[src/rtl/softmax_backward.sv]
// Softmax backward pass: dx_i = y_i * (g_i - sum_j g_j*y_j), signed fixed point.
// One shared multiplier, one element per cycle, start/busy/done handshake.
module softmax_backward #(
    parameter int VEC_SIZE   = 1,
    parameter int DATA_WIDTH = 16,
    parameter int FIXED_PNT  = 8
) (
    input  logic                         clk,
    input  logic                         rst_n,
    input  logic                         start,
    input  logic signed [DATA_WIDTH-1:0] y_in     [VEC_SIZE],
    input  logic signed [DATA_WIDTH-1:0] grad_in  [VEC_SIZE],
    output logic                         busy,
    output logic                         done,
    output logic signed [DATA_WIDTH-1:0] grad_out [VEC_SIZE]
);

    localparam int IW = (VEC_SIZE > 1) ? $clog2(VEC_SIZE) : 1;
    localparam int AW = DATA_WIDTH + $clog2(VEC_SIZE) + 1;
    localparam int PW = 2 * DATA_WIDTH + 1;
    localparam logic [IW-1:0] LAST = IW'(VEC_SIZE - 1);

    typedef enum logic [1:0] {IDLE, DOT, OUT} state_t;

    state_t                       state_reg, state_next;
    logic [IW-1:0]                idx_reg;
    logic signed [AW-1:0]         acc_reg;
    logic signed [DATA_WIDTH-1:0] s_reg;
    logic                         busy_reg;
    logic                         done_reg;
    logic signed [DATA_WIDTH-1:0] y_reg [VEC_SIZE];
    logic signed [DATA_WIDTH-1:0] g_reg [VEC_SIZE];

    logic signed [DATA_WIDTH-1:0] y_sel;
    logic signed [DATA_WIDTH-1:0] g_sel;
    logic signed [DATA_WIDTH:0]   diff;
    logic signed [DATA_WIDTH:0]   mul_b;
    logic signed [PW-1:0]         prod;
    logic signed [PW-1:0]         prod_sh;
    logic signed [DATA_WIDTH-1:0] term;
    logic signed [AW-1:0]         acc_sum;
    logic                         last;

    // Clamp to DATA_WIDTH: in range iff all bits above the sign bit match it.
    function automatic logic signed [DATA_WIDTH-1:0] sat_dw(input logic signed [PW-1:0] v);
        logic [PW-DATA_WIDTH:0] top;
        top = v[PW-1:DATA_WIDTH-1];
        if ((&top) || !(|top))
            return v[DATA_WIDTH-1:0];
        else if (v[PW-1])
            return {1'b1, {(DATA_WIDTH-1){1'b0}}};
        else
            return {1'b0, {(DATA_WIDTH-1){1'b1}}};
    endfunction

    always_comb begin
        y_sel = '0;
        g_sel = '0;
        for (int i = 0; i < VEC_SIZE; i++) begin
            if (idx_reg == IW'(i)) begin
                y_sel = y_reg[i];
                g_sel = g_reg[i];
            end
        end
    end

    // The same multiplier serves the dot product (y*g) and the output pass (y*(g-s)).
    always_comb begin
        diff    = {g_sel[DATA_WIDTH-1], g_sel} - {s_reg[DATA_WIDTH-1], s_reg};
        mul_b   = (state_reg == OUT) ? diff : {g_sel[DATA_WIDTH-1], g_sel};
        prod    = {{(DATA_WIDTH+1){y_sel[DATA_WIDTH-1]}}, y_sel}
                * {{DATA_WIDTH{mul_b[DATA_WIDTH]}}, mul_b};
        prod_sh = prod >>> FIXED_PNT;
        term    = sat_dw(prod_sh);
        acc_sum = acc_reg + AW'(term);
        last    = (idx_reg == LAST);
    end

    always_comb begin
        state_next = state_reg;
        case (state_reg)
            IDLE:    if (start) state_next = DOT;
            DOT:     if (last)  state_next = OUT;
            OUT:     if (last)  state_next = IDLE;
            default: state_next = IDLE;
        endcase
    end

    always_ff @(posedge clk or negedge rst_n) begin
        if (!rst_n)
            state_reg <= IDLE;
        else
            state_reg <= state_next;
    end

    always_ff @(posedge clk or negedge rst_n) begin
        if (!rst_n) begin
            idx_reg  <= '0;
            acc_reg  <= '0;
            s_reg    <= '0;
            busy_reg <= 1'b0;
            done_reg <= 1'b0;
            for (int i = 0; i < VEC_SIZE; i++) begin
                y_reg[i]    <= '0;
                g_reg[i]    <= '0;
                grad_out[i] <= '0;
            end
        end else begin
            done_reg <= 1'b0;
            case (state_reg)
                IDLE: begin
                    if (start) begin
                        idx_reg  <= '0;
                        acc_reg  <= '0;
                        busy_reg <= 1'b1;
                        for (int i = 0; i < VEC_SIZE; i++) begin
                            y_reg[i] <= y_in[i];
                            g_reg[i] <= grad_in[i];
                        end
                    end
                end
                DOT: begin
                    acc_reg <= acc_sum;
                    if (last) begin
                        s_reg   <= sat_dw(PW'(acc_sum));
                        idx_reg <= '0;
                    end else begin
                        idx_reg <= idx_reg + 1'b1;
                    end
                end
                OUT: begin
                    for (int i = 0; i < VEC_SIZE; i++)
                        if (idx_reg == IW'(i))
                            grad_out[i] <= term;
                    if (last) begin
                        idx_reg  <= '0;
                        busy_reg <= 1'b0;
                        done_reg <= 1'b1;
                    end else begin
                        idx_reg <= idx_reg + 1'b1;
                    end
                end
                default: ;
            endcase
        end
    end

    assign busy = busy_reg;
    assign done = done_reg;

endmodule

[config.mk]
export PLATFORM = sky130hd
export DESIGN_NAME = softmax_backward
export DESIGN_NICKNAME = d
export VERILOG_FILES = /design/src/rtl/softmax_backward.sv
export SDC_FILE = /design/constraint.sdc
export NUM_CORES = 1
export LEC_CHECK = 0
export ABC_CLOCK_PERIOD_IN_PS = 14400
export CORE_ASPECT_RATIO = 1.75
export CORE_MARGIN = 5
export CORE_UTILIZATION = 45
export CTS_BUF_LIST = sky130_fd_sc_hd__clkbuf_8 sky130_fd_sc_hd__clkbuf_16
export DETAILED_ROUTE_END_ITERATION = 10
export HOLD_SLACK_MARGIN = 0.03
export PLACE_DENSITY_LB_ADDON = 0.25
export SETUP_SLACK_MARGIN = 0.3
export SLEW_MARGIN = 20
export SYNTH_ARGS = -nofsm -noshare
export SYNTH_HDL_FRONTEND = slang
export SYNTH_SLANG_ARGS = --single-unit
[constraint.sdc]
create_clock -name clk -period 14.4 [get_ports clk]
set_input_delay 2.88 -clock clk [delete_from_list [all_inputs] [get_ports clk]]
set_output_delay 2.88 -clock clk [all_outputs]
set_load 0.01 [all_outputs]
# Word level (Yosys, flattened, before mapping)
# Index checks and enable logic that the tools add are counted.
# op_classes
addsub	3
n_mul	1
eq_ne	5
n_mux	21
bitwise	1
n_reduce_logical	20
# op_table
op	n
$mux 16	6
$mux 17	2
$pmux 17 s2	1
$mul 16x17->33	1
$add 17x16->17	1
$sub 16x16->17	1
$reduce_and 2->1	6
$reduce_and 10->1	1
$reduce_or 10->1	1
$mux 1	6
$mux 2	3
$ne 2x2->1 const B	3
$pmux 2 s3	1
$reduce_and 3->1	2
$reduce_bool 2->1	3
$pmux 1 s2	2
$reduce_or 2->1	2
$eq 2x1->1 const B	1
$eq 2x2->1 const B	1
$logic_not 1->1	2
$logic_not 2->1	1
$logic_or 1x1->1	2
$add 1x1->1 const B	1
$not 1->1	1
# word_totals
regBits	86
in_bits	35
elab_cells	60

# Logic depth before layout (Yosys ltp)
# Gate-level depths: netlist of the first run.
# depth
depth_word	13
mapped_depth	57

# Worst setup path after synthesis of the first run
# No wires, ideal clock.
# synth_path
path_type	reg2reg
start	reg s_reg[0]
end	reg s_reg[10]
setup_ns	0.073
arrival_time_ns	12.265
path_slack_ns	2.061
path_stages_with_launch	53
path_buffers	3
cell_sequence	dfrtp_1 ha_1 fa_1 nor2b_1 o21ai_0 a21boi_0 o21ai_0 nand2b_1 a31oi_1 o21ai_0 o22ai_1 xor2_1 o21ai_0 clkbuf_1 nand2_1 fa_1 fa_1 fa_1 [17 not listed] a21oi_1 ha_1 inv_1 fa_1 nor2b_1 o31a_1 o41ai_1 o2111ai_1 a21o_1 a21oi_1 o21a_1 o21ai_0 xnor3_1 ha_1 inv_1 o21ai_4 buf_6 a2bb2oi_2
# synth_between
elab_chain_len	12
word_cells_on_any_way	16
# synth_lines
element	line	text
start: declaration	28	logic signed [DATA_WIDTH-1:0] s_reg;
start signal: assignment	125	s_reg <= sat_dw(PW'(acc_sum));
$sub 16x16->17 (*)	69	diff = {g_sel[DATA_WIDTH-1], g_sel} - {s_reg[DATA_WIDTH-1], s_reg};
$mux 17 (*)	70	mul_b = (state_reg == OUT) ? diff : {g_sel[DATA_WIDTH-1], g_sel};
$mul 16x17->33 (*)	72	* {{DATA_WIDTH{mul_b[DATA_WIDTH]}}, mul_b};
$reduce_or 10->1	48	if ((&top) || !(|top))
$logic_not 1->1	48	
$logic_or 1x1->1	48	
$mux 16 (*)	48	
net term[0]	40	logic signed [DATA_WIDTH-1:0] term;
$add 17x16->17 (*)	75	acc_sum = acc_reg + AW'(term);
$reduce_or 2->1	48	
$logic_not 1->1	48	
$logic_or 1x1->1	48	
$mux 16 (*)	48	
# Mark *: on every way through the listed nets, which the timed path passes. The rest lies on a longest branch.
# A chain may end at the register's enable or synchronous reset.

# Worst setup path in the final report of the first run
# layout_path
start	reg s_reg[1]
end	reg s_reg[8]
# The elaborated chain is that of the path after synthesis.

==> results.yml, run 1 <==
placement:
  gp_routability_congestion: 0.856
  place_worst_setup_slack_ps: 754
  port-buffer-count: 52
  dpl_cell_area_um2: 16600
  dp_hpwl_um: 31500
die:
  boundaryPins: 53
  die_h_um: 255
  core_area_um2: 34200
  rows: 90
  initial_core_util: 0.452
  die_x_um: 150
  die_area_um2: 38400
timing:
  number_of_failing_hold_endpoints_at_the_final_stage: 0
  maxSlewHeadroom: 0.456
  tns_ps: 0
  final-max-slew-violation-count: 0
  layout_setup_ws_ps: 1060
  period_minus_slack_ps: 13340
  clock.fmax_mhz: 75.0
  tightest_slew_ps: 816
  fin_hold_ws_ps: 487
  setup_repair_after_global_routing_missed_its_margin: "no"
  timing.final.setup_violations: 0
  finClkSkew_ps: 11.1
  layout_worst_path_cycle_share: 0.927
worst_setup_path:
  path_buf_inv: 12
  rr_endpoint: "s_reg[8]"
  worst_r2r_src: "s_reg[1]"
  worst_ep_arrival_time_ps: 13550
  timing.critical_path.from_type: "register"
  worst_path_largest_cell_delay_ps: 560
  cp_max_fanout: 14
  crit_required_ps: 14610
  cp_common_cell: "sky130_fd_sc_hd__inv_1"
  rr_worst_depth: 54
  type_of_element_capturing_the_critical_path: "register"
  crit_family: "compound AO/OA/AOI/OAI gates"
  cpMaxStageDelayCell: "sky130_fd_sc_hd__fa_1"
  setup.worst_path.class: "register to register"
  timing.reg2reg.setup_slack_ps: 1060
clock_tree:
  clock_path_buffers: 2
  cts_sinks: 85
  cts-root-buf: "sky130_fd_sc_hd__clkbuf_16"
  path_clk_slew_ps: 70
  cts_tree: "yes"
  h-tree-depth: 3
  tritoncts.num_buffers: 9
  holdBufCountCts: 0
  clkLatencyLatePin_ps: 350
yosys:
  post_synth_num_cell_types: 73
  syn-num-nets: 2108
  syn-mean-instance-area_um2: 9.17
  count_of_flip_flops_with_a_built_in_enable_after_synthesis: 0
  syn_inst: 1688
  syn_area_um2: 15500
  synth_area_leaders: "sky130_fd_sc_hd__fa_1 (35%), sky130_fd_sc_hd__dfrtp_1 (14%), sky130_fd_sc_hd__ha_1 (9.2%)"
  seq_area_frac_synth: 0.137
  yosys_warnings: 0
  dominantRegCellSynth: "sky130_fd_sc_hd__dfrtp_1"
  synth_largest_type_area_fraction: 0.350
  netlist.top_cell.by_area: "sky130_fd_sc_hd__fa_1"
  synth-async-reset-ratio: 1.00
  synth_seq_cells: 85
finish:
  post_route_cells_drive_above_1_share: 0.0823
  nets: 2140
  finalInstanceArea_um2: 17000
  register_area_um2: 2130
  largest_reg_flops: 17
  area_of_combinational_cells_with_multiple_inputs_um2: 11800
  diodes: 0
  area_growth_syn_to_layout_pct: 9.69
  num-fill-cells: 3217
routing:
  route.detailed.wl_per_inst_um: 17.3
  route.detailed.drc: 0
  vias_per_std_cell: 5.21
  totalWireLength_um: 37800
  first_iter_violations: 456
  route.antenna.remaining_nets: 0
  drt_pre_antenna_iters: 5
  dr_vias: 11400
hold_path:
  hold_path.startpoint: "busy"
  whs_endpoint: "busy"
  min_path_cells: 1
  timing.hold.worst.class: "register to register"
run:
  cap_viol_max_count: 0
grt:
  grt.total_usage: 0.209
  grt_pass1_wl_um: 64400
  first_global_vias: 12700
  antenna_found_initial: 0
  grt_start_max_net_pins: 55
  grt-ovfl-total: 0
status:
  run_status: "finished, final reports clean"
==> what timing repair did <==
| item | 4_1_cts | 5_1_grt |
|---|---|---|
| buffers inserted | 0 | 7 |
| resized for setup | 0 | 5 |
| endpoints found under the setup margin | 0 | 15 |
==> stage by stage <==
stage,std cells,util
5_1_grt,2185,0.496
3_3_place_gp,2162,0.485
6_report,2185,0.496
4_1_cts,2178,0.494
3_5_place_dp,2162,0.485
2_1_floorplan,1688,-
==> synth_stat cells (all sizes together) (11+ instances only) <==
cell type	n
and2	127
nand3	18
xor2	19
nor3	11
a21o	15
a2bb2oi	15
o22ai	14
nor2	60
clkbuf	57
mux2	44
inv	352
fa	271
dfrtp	85
o21ai	49
xnor2	37
nand2	208
a21oi	47
ha	114
buf	13
o21a	11
==> kinds of logic (layout without fill, tap and decap cells) <==
logic type	count (synthesis)	count (layout)	synth area share
buf+inv	423	460	0.103
simple gates	473	473	0.148
flops	85	85	0.137
compound gates	214	214	0.0977
mux	49	49	0.0360
xor+xnor	57	57	0.0336
fa+ha+maj	387	387	0.444
==> layer usage <==
layer / up-vias / global-route usage / part of all wire
met2: 244 / 0.387 / 0.54
met1: 5759 / 0.246 / 0.38
met4: 0 / 0.0746 / 0.039
met5: - / 0 / 0
met3: 92 / 0.0239 / 0.033
li1: 5295 / - / -
==> how the worst max path moves through the flow <==
stage	endpoint	cells past startpoint	from	slack, ps
4_1_cts	s_reg[3]	51	s_reg[0]	620
3_5_place_dp	s_reg[2]	51	s_reg[0]	750
6_report	s_reg[8]	54	s_reg[1]	1060
3_3_place_gp	s_reg[3]	52	g_reg[0]	990
5_1_grt	s_reg[8]	54	s_reg[1]	360
2_1_floorplan	s_reg[10]	52	s_reg[0]	2060
==> area by class of cell <==
| type | count | area share |
|---|---|---|
| Clock inverter | 6 | 0.00457 |
| Timing Repair Buffer | 91 | 0.0485 |
| Inverter | 353 | 0.0780 |
| Multi-Input combinational cell | 1180 | 0.696 |
| Tap cell | 460 | 0.0339 |
| Clock buffer | 10 | 0.0141 |
| Sequential cell | 85 | 0.125 |
==> placed cells by master, fill, tap and decap left out, drive strengths merged, types with 8 or more instances in the layout <==
cell,Yosys,routed
fa,271,271
nand3,18,18
o31ai,10,10
and2,127,127
a21oi,47,47
dfrtp,85,85
clkbuf,57,10
a2bb2oi,15,15
mux2,44,44
a21o,15,15
inv,352,355
nor2,60,60
o21ai,49,49
nor3,11,11
xor2,19,19
xnor2,37,37
nand2,208,208
buf,13,40
clkdlybuf4s50,0,51
ha,114,114
nor2b,9,9
o21a,11,11
a211oi,8,8
o22ai,14,14
Power of run 1 is left out: the tool's default activity adds up to more than one toggle a clock period on the data nets, which glitch-free logic cannot reach.
==> inputs of run 2 (changes only) <==
--- a/config.mk
+++ b/config.mk
@@ -5,12 +5,12 @@
 export SDC_FILE = /design/constraint.sdc
 export NUM_CORES = 1
 export LEC_CHECK = 0
-export ABC_CLOCK_PERIOD_IN_PS = 14400
 export CORE_ASPECT_RATIO = 1.75
 export CORE_MARGIN = 5
 export CORE_UTILIZATION = 45
 export CTS_BUF_LIST = sky130_fd_sc_hd__clkbuf_8 sky130_fd_sc_hd__clkbuf_16
 export DETAILED_ROUTE_END_ITERATION = 10
+export DONT_BUFFER_PORTS = 1
 export HOLD_SLACK_MARGIN = 0.03
 export PLACE_DENSITY_LB_ADDON = 0.25
 export SETUP_SLACK_MARGIN = 0.3
==> run 2 against run 1 <==
Net effect:
- register-to-register slack better by 70 ps
- non-clock buffer count fell by 58
- critical path type unchanged
- fmax rose by 0.50%
- worst setup slack better by 67 ps
- clock skew is 2.0 ps higher
- flip-flop and latch count stayed put
- routed wire length decreased by 0.36%
- final cell count shrank 2.7%
- via count decreased by 2.2%
==> results.yml, run 2 (synthesis results as in run 1) <==
status:
  run_status: "finished, final reports clean"
timing:
  finClkSkew_ps: 13.2
  maxSlewHeadroom: 0.397
  setup_repair_after_global_routing_missed_its_margin: "no"
  clock.fmax_mhz: 75.3
  tightest_slew_ps: 899
  tns_ps: 0
  layout_worst_path_cycle_share: 0.922
  period_minus_slack_ps: 13280
  timing.final.setup_violations: 0
  number_of_failing_hold_endpoints_at_the_final_stage: 0
  final-max-slew-violation-count: 0
worst_setup_path:
  crit_required_ps: 14660
  worst_ep_arrival_time_ps: 13540
  type_of_element_capturing_the_critical_path: "register"
  worst_path_largest_cell_delay_ps: 770
  worst_r2r_src: "s_reg[0]"
  cpMaxStageDelayCell: "sky130_fd_sc_hd__fa_1"
  cp_max_fanout: 21
  timing.critical_path.from_type: "register"
  setup.worst_path.class: "register to register"
  setup.worst_path.start: "s_reg[0]"
  rr_worst_depth: 50
  cp_common_cell: "sky130_fd_sc_hd__fa_1"
die:
  die_h_um: 255
  rows: 90
  die_x_um: 150
  boundaryPins: 53
  core_area_um2: 34200
  initial_core_util: 0.452
  die_area_um2: 38400
grt:
  grt.total_usage: 0.210
  first_global_vias: 12500
  grt-ovfl-total: 0
  grt_pass1_wl_um: 64100
  antenna_found_initial: 0
  grt_start_max_net_pins: 86
hold_path:
  hold_path.startpoint: "acc_reg[16]"
  min_path_cells: 1
  timing.hold.worst.class: "register to register"
finish:
  largest_reg_flops: 17
  num-fill-cells: 3332
  nets: 2082
  diodes: 0
  area_growth_syn_to_layout_pct: 5.87
  post_route_cells_drive_above_1_share: 0.0804
  area_of_combinational_cells_with_multiple_inputs_um2: 11800
  mostFrequentLayoutCell: "sky130_fd_sc_hd__inv_1"
  final_cell_mix: "sky130_fd_sc_hd__inv_1 (352), sky130_fd_sc_hd__fa_1 (271), sky130_fd_sc_hd__nand2_1 (208), sky130_fd_sc_hd__and2_1 (127), sky130_fd_sc_hd__ha_1 (113)"
  register_area_um2: 2130
clock_tree:
  h-tree-depth: 3
  cts_tree: "yes"
  path_clk_slew_ps: 70
  clock_path_buffers: 2
  cts-root-buf: "sky130_fd_sc_hd__clkbuf_16"
  tritoncts.num_buffers: 9
  cts_sinks: 85
  clkLatencyLatePin_ps: 350
routing:
  first_iter_violations: 496
  route.detailed.wl_per_inst_um: 17.7
  vias_per_std_cell: 5.24
  route.detailed.drc: 0
  dr_vias: 11100
  route.antenna.remaining_nets: 0
  drt_pre_antenna_iters: 5
  totalWireLength_um: 37700
placement:
  port-buffer-count: 0
  dp_hpwl_um: 31600
  gp_routability_congestion: 0.848
run:
  cap_viol_max_count: 0
-- run 2: worst paths after layout --
check	to	slack, ps
max in group asynchronous	y_reg[13]	12070
min in group asynchronous	y_reg[9]	2220
hold reg to reg	acc_reg[16]	490
setup / recovery	s_reg[3]	1120
hold / removal	acc_reg[16]	490
setup reg to reg	s_reg[3]	1120
-- run 2: metal layers --
metal	GRT usage	up-vias	share of wire
met5	0	-	0
met3	0.0216	64	0.028
met1	0.247	5694	0.38
li1	-	5169	-
met2	0.395	209	0.56
met4	0.0623	0	0.032
-- run 2: what timing repair did --
item,CTS,global route
endpoints found under the setup margin,0,15
resized for setup,0,4
setup buffers,0,1
hold buffers,0,0
-- run 2: area by class of cell --
class                           count  share of cell area
Multi-Input combinational cell   1180               0.720
Sequential cell                    85               0.130
Inverter                          353              0.0808
Tap cell                          460              0.0351
Timing Repair Buffer               33              0.0159
Clock buffer                        9              0.0137
Clock inverter                      6             0.00435
-- run 2: stage by stage --
step                hold WS (ps)  setup slack [ps]  instances  cell area [µm²]  utilization
finish                       488              1120       2126            16400        0.479
global placement             475               944       2110            16100        0.470
global route                 510               310       2126            16400        0.479
detailed placement           481               703       2110            16100        0.470
CTS                          490               676       2125            16400        0.478
floorplan                    449              2060       1688            15500            -
-- run 2: worst max-delay path, delay by kind of cell (launching register included) --
kind                     cells  cell delay, ps
buffers and inverters        6             620
AO/OA/AOI/OAI               26            5680
XOR/XNOR                     1             290
AND/OR/NAND/NOR              5             970
adder cells (fa/ha/maj)     12            5210
flip-flops                   1             380
Power of run 2 is left out for the same reason.
==> inputs of run 3 (changes only) <==
--- a/config.mk
+++ b/config.mk
@@ -5,7 +5,6 @@
 export SDC_FILE = /design/constraint.sdc
 export NUM_CORES = 1
 export LEC_CHECK = 0
-export CORE_ASPECT_RATIO = 1.75
 export CORE_MARGIN = 5
 export CORE_UTILIZATION = 45
 export CTS_BUF_LIST = sky130_fd_sc_hd__clkbuf_8 sky130_fd_sc_hd__clkbuf_16
@@ -13,7 +12,7 @@
 export DONT_BUFFER_PORTS = 1
 export HOLD_SLACK_MARGIN = 0.03
 export PLACE_DENSITY_LB_ADDON = 0.25
-export SETUP_SLACK_MARGIN = 0.3
+export SETUP_SLACK_MARGIN = 0.1
 export SLEW_MARGIN = 20
 export SYNTH_ARGS = -nofsm -noshare
 export SYNTH_HDL_FRONTEND = slang
==> run 3 against run 2 <==
Net effect:
- sequential share of layout area is essentially flat
- non-clock buffer count down 10
- via count is 0.99% lower
- final cell count shrank 0.66%
- worst setup slack lost 110 ps
- global-route usage shrank 1.1 points
- critical path depth rose by 2
- highest routed layer unchanged
==> results.yml, run 3 (synthesis results as in run 1) <==
finish:
  num-fill-cells: 3228
  final_cell_mix: "sky130_fd_sc_hd__inv_1 (352), sky130_fd_sc_hd__fa_1 (271), sky130_fd_sc_hd__nand2_1 (208), sky130_fd_sc_hd__and2_1 (127), sky130_fd_sc_hd__ha_1 (113)"
  post_route_cells_drive_above_1_share: 0.0772
  finalInstanceArea_um2: 16400
  largest_reg_flops: 17
  area_growth_syn_to_layout_pct: 5.67
  mostFrequentLayoutCell: "sky130_fd_sc_hd__inv_1"
  diodes: 0
  finalNonFillerCells: 2112
  nets: 2072
grt:
  grt_start_max_net_pins: 86
  first_global_vias: 12100
  antenna_found_initial: 0
  grt-ovfl-total: 0
  grt_pass1_wl_um: 62200
  grt.total_usage: 0.198
routing:
  route.detailed.drc: 0
  route.detailed.wl_per_inst_um: 17.1
  totalWireLength_um: 36100
  vias_per_std_cell: 5.22
  first_iter_violations: 430
  dr_vias: 11000
  route.antenna.remaining_nets: 0
  drt_pre_antenna_iters: 4
die:
  core_area_um2: 34300
  die_area_um2: 38200
  die_h_um: 196
  boundaryPins: 53
  die_x_um: 196
  rows: 68
  initial_core_util: 0.452
timing:
  setup_repair_after_global_routing_missed_its_margin: "no"
  timing.final.setup_violations: 0
  number_of_failing_hold_endpoints_at_the_final_stage: 0
  tightest_slew_ps: 1030
  final-max-slew-violation-count: 0
  layout_worst_path_cycle_share: 0.929
  period_minus_slack_ps: 13380
  maxSlewHeadroom: 0.316
  finClkSkew_ps: 13.9
  tns_ps: 0
  clock.fmax_mhz: 74.7
worst_setup_path:
  timing.reg2reg.setup_slack_ps: 1020
  crit_family: "compound AO/OA/AOI/OAI gates"
  cp_max_fanout: 16
  cpMaxStageDelayCell: "sky130_fd_sc_hd__a21o_1"
  worst_path_largest_cell_delay_ps: 600
  worst_r2r_src: "s_reg[1]"
  type_of_element_capturing_the_critical_path: "register"
  rr_worst_depth: 52
  worst_ep_arrival_time_ps: 13640
  rr_endpoint: "s_reg[1]"
  timing.critical_path.from_type: "register"
  setup.worst_path.class: "register to register"
  path_buf_inv: 10
  cp_common_cell: "sky130_fd_sc_hd__inv_1"
  crit_required_ps: 14660
placement:
  port-buffer-count: 0
  dpl_cell_area_um2: 16000
  gp_routability_congestion: 0.874
  placed_cells_incl_taps: 2095
  dp_hpwl_um: 29600
hold_path:
  timing.hold.worst.class: "register to register"
  whs_endpoint: "acc_reg[16]"
  min_path_cells: 1
  hold_path.startpoint: "acc_reg[16]"
clock_tree:
  clkLatencyLatePin_ps: 360
  path_clk_slew_ps: 70
  tritoncts.num_buffers: 9
  cts-root-buf: "sky130_fd_sc_hd__clkbuf_16"
  holdBufCountCts: 0
  clock_path_buffers: 2
  h-tree-depth: 3
  cts_tree: "yes"
  cts_sinks: 85
run:
  cap_viol_max_count: 0
status:
  run_status: "finished, final reports clean"
## run 3: cell types whose count changed in the layout (fill, tap and decap cells not counted), moves of 2 or more
cell                         previous run  this run
sky130_fd_sc_hd__o41ai_1                2         0
sky130_fd_sc_hd__buf_4                 32        22
sky130_fd_sc_hd__clkinv_8               0         4
sky130_fd_sc_hd__clkinvlp_4             2         0
sky130_fd_sc_hd__o21ai_2                0         2
sky130_fd_sc_hd__o41ai_2                0         2
sky130_fd_sc_hd__o21ai_1                9         7
## run 3: through the flow
step / util / worst slack (ps) / hold slack, ps
detailed placement: 0.467 / 592 / 485
floorplan: - / 2060 / 449
global placement: 0.467 / 842 / 483
CTS: 0.476 / 501 / 500
finish: 0.477 / 1020 / 506
global route: 0.477 / 107 / 524
## run 3: layer usage
metal | track usage | vias to the layer above | routed length, µm
met1 | 0.280 | 5625 | 16900
met2 | 0.328 | 186 | 17000
met4 | 0.0442 | 0 | 714
li1 | - | 5160 | -
met5 | 0 | - | 0
met3 | 0.0262 | 55 | 1380
## run 3: timing repair
item | CTS | global route
endpoints found under the setup margin | 0 | 15
gates resized for setup | 0 | 6
setup buffers | 0 | 1
## run 3: worst max-delay path by stage
stage / from / endpoint / cells after the start
after global routing: s_reg[1] / s_reg[4] / 52
after detailed placement: s_reg[0] / s_reg[2] / 49
final: s_reg[1] / s_reg[1] / 52
after global placement: s_reg[1] / s_reg[3] / 51
after CTS: s_reg[0] / s_reg[1] / 49
after floorplan: s_reg[0] / s_reg[10] / 52
## run 3: final cells by class
cell class                 instances  area [µm²]  area share
clock inverter                     7        91.3     0.00558
clock buffer                       9         225      0.0138
timing repair buffer              23         185      0.0113
multi-input combinational       1180       11800       0.724
inverter                         353        1330      0.0810
tap                              455         569      0.0348
sequential                        85        2130       0.130
Power of run 3 is left out for the same reason.
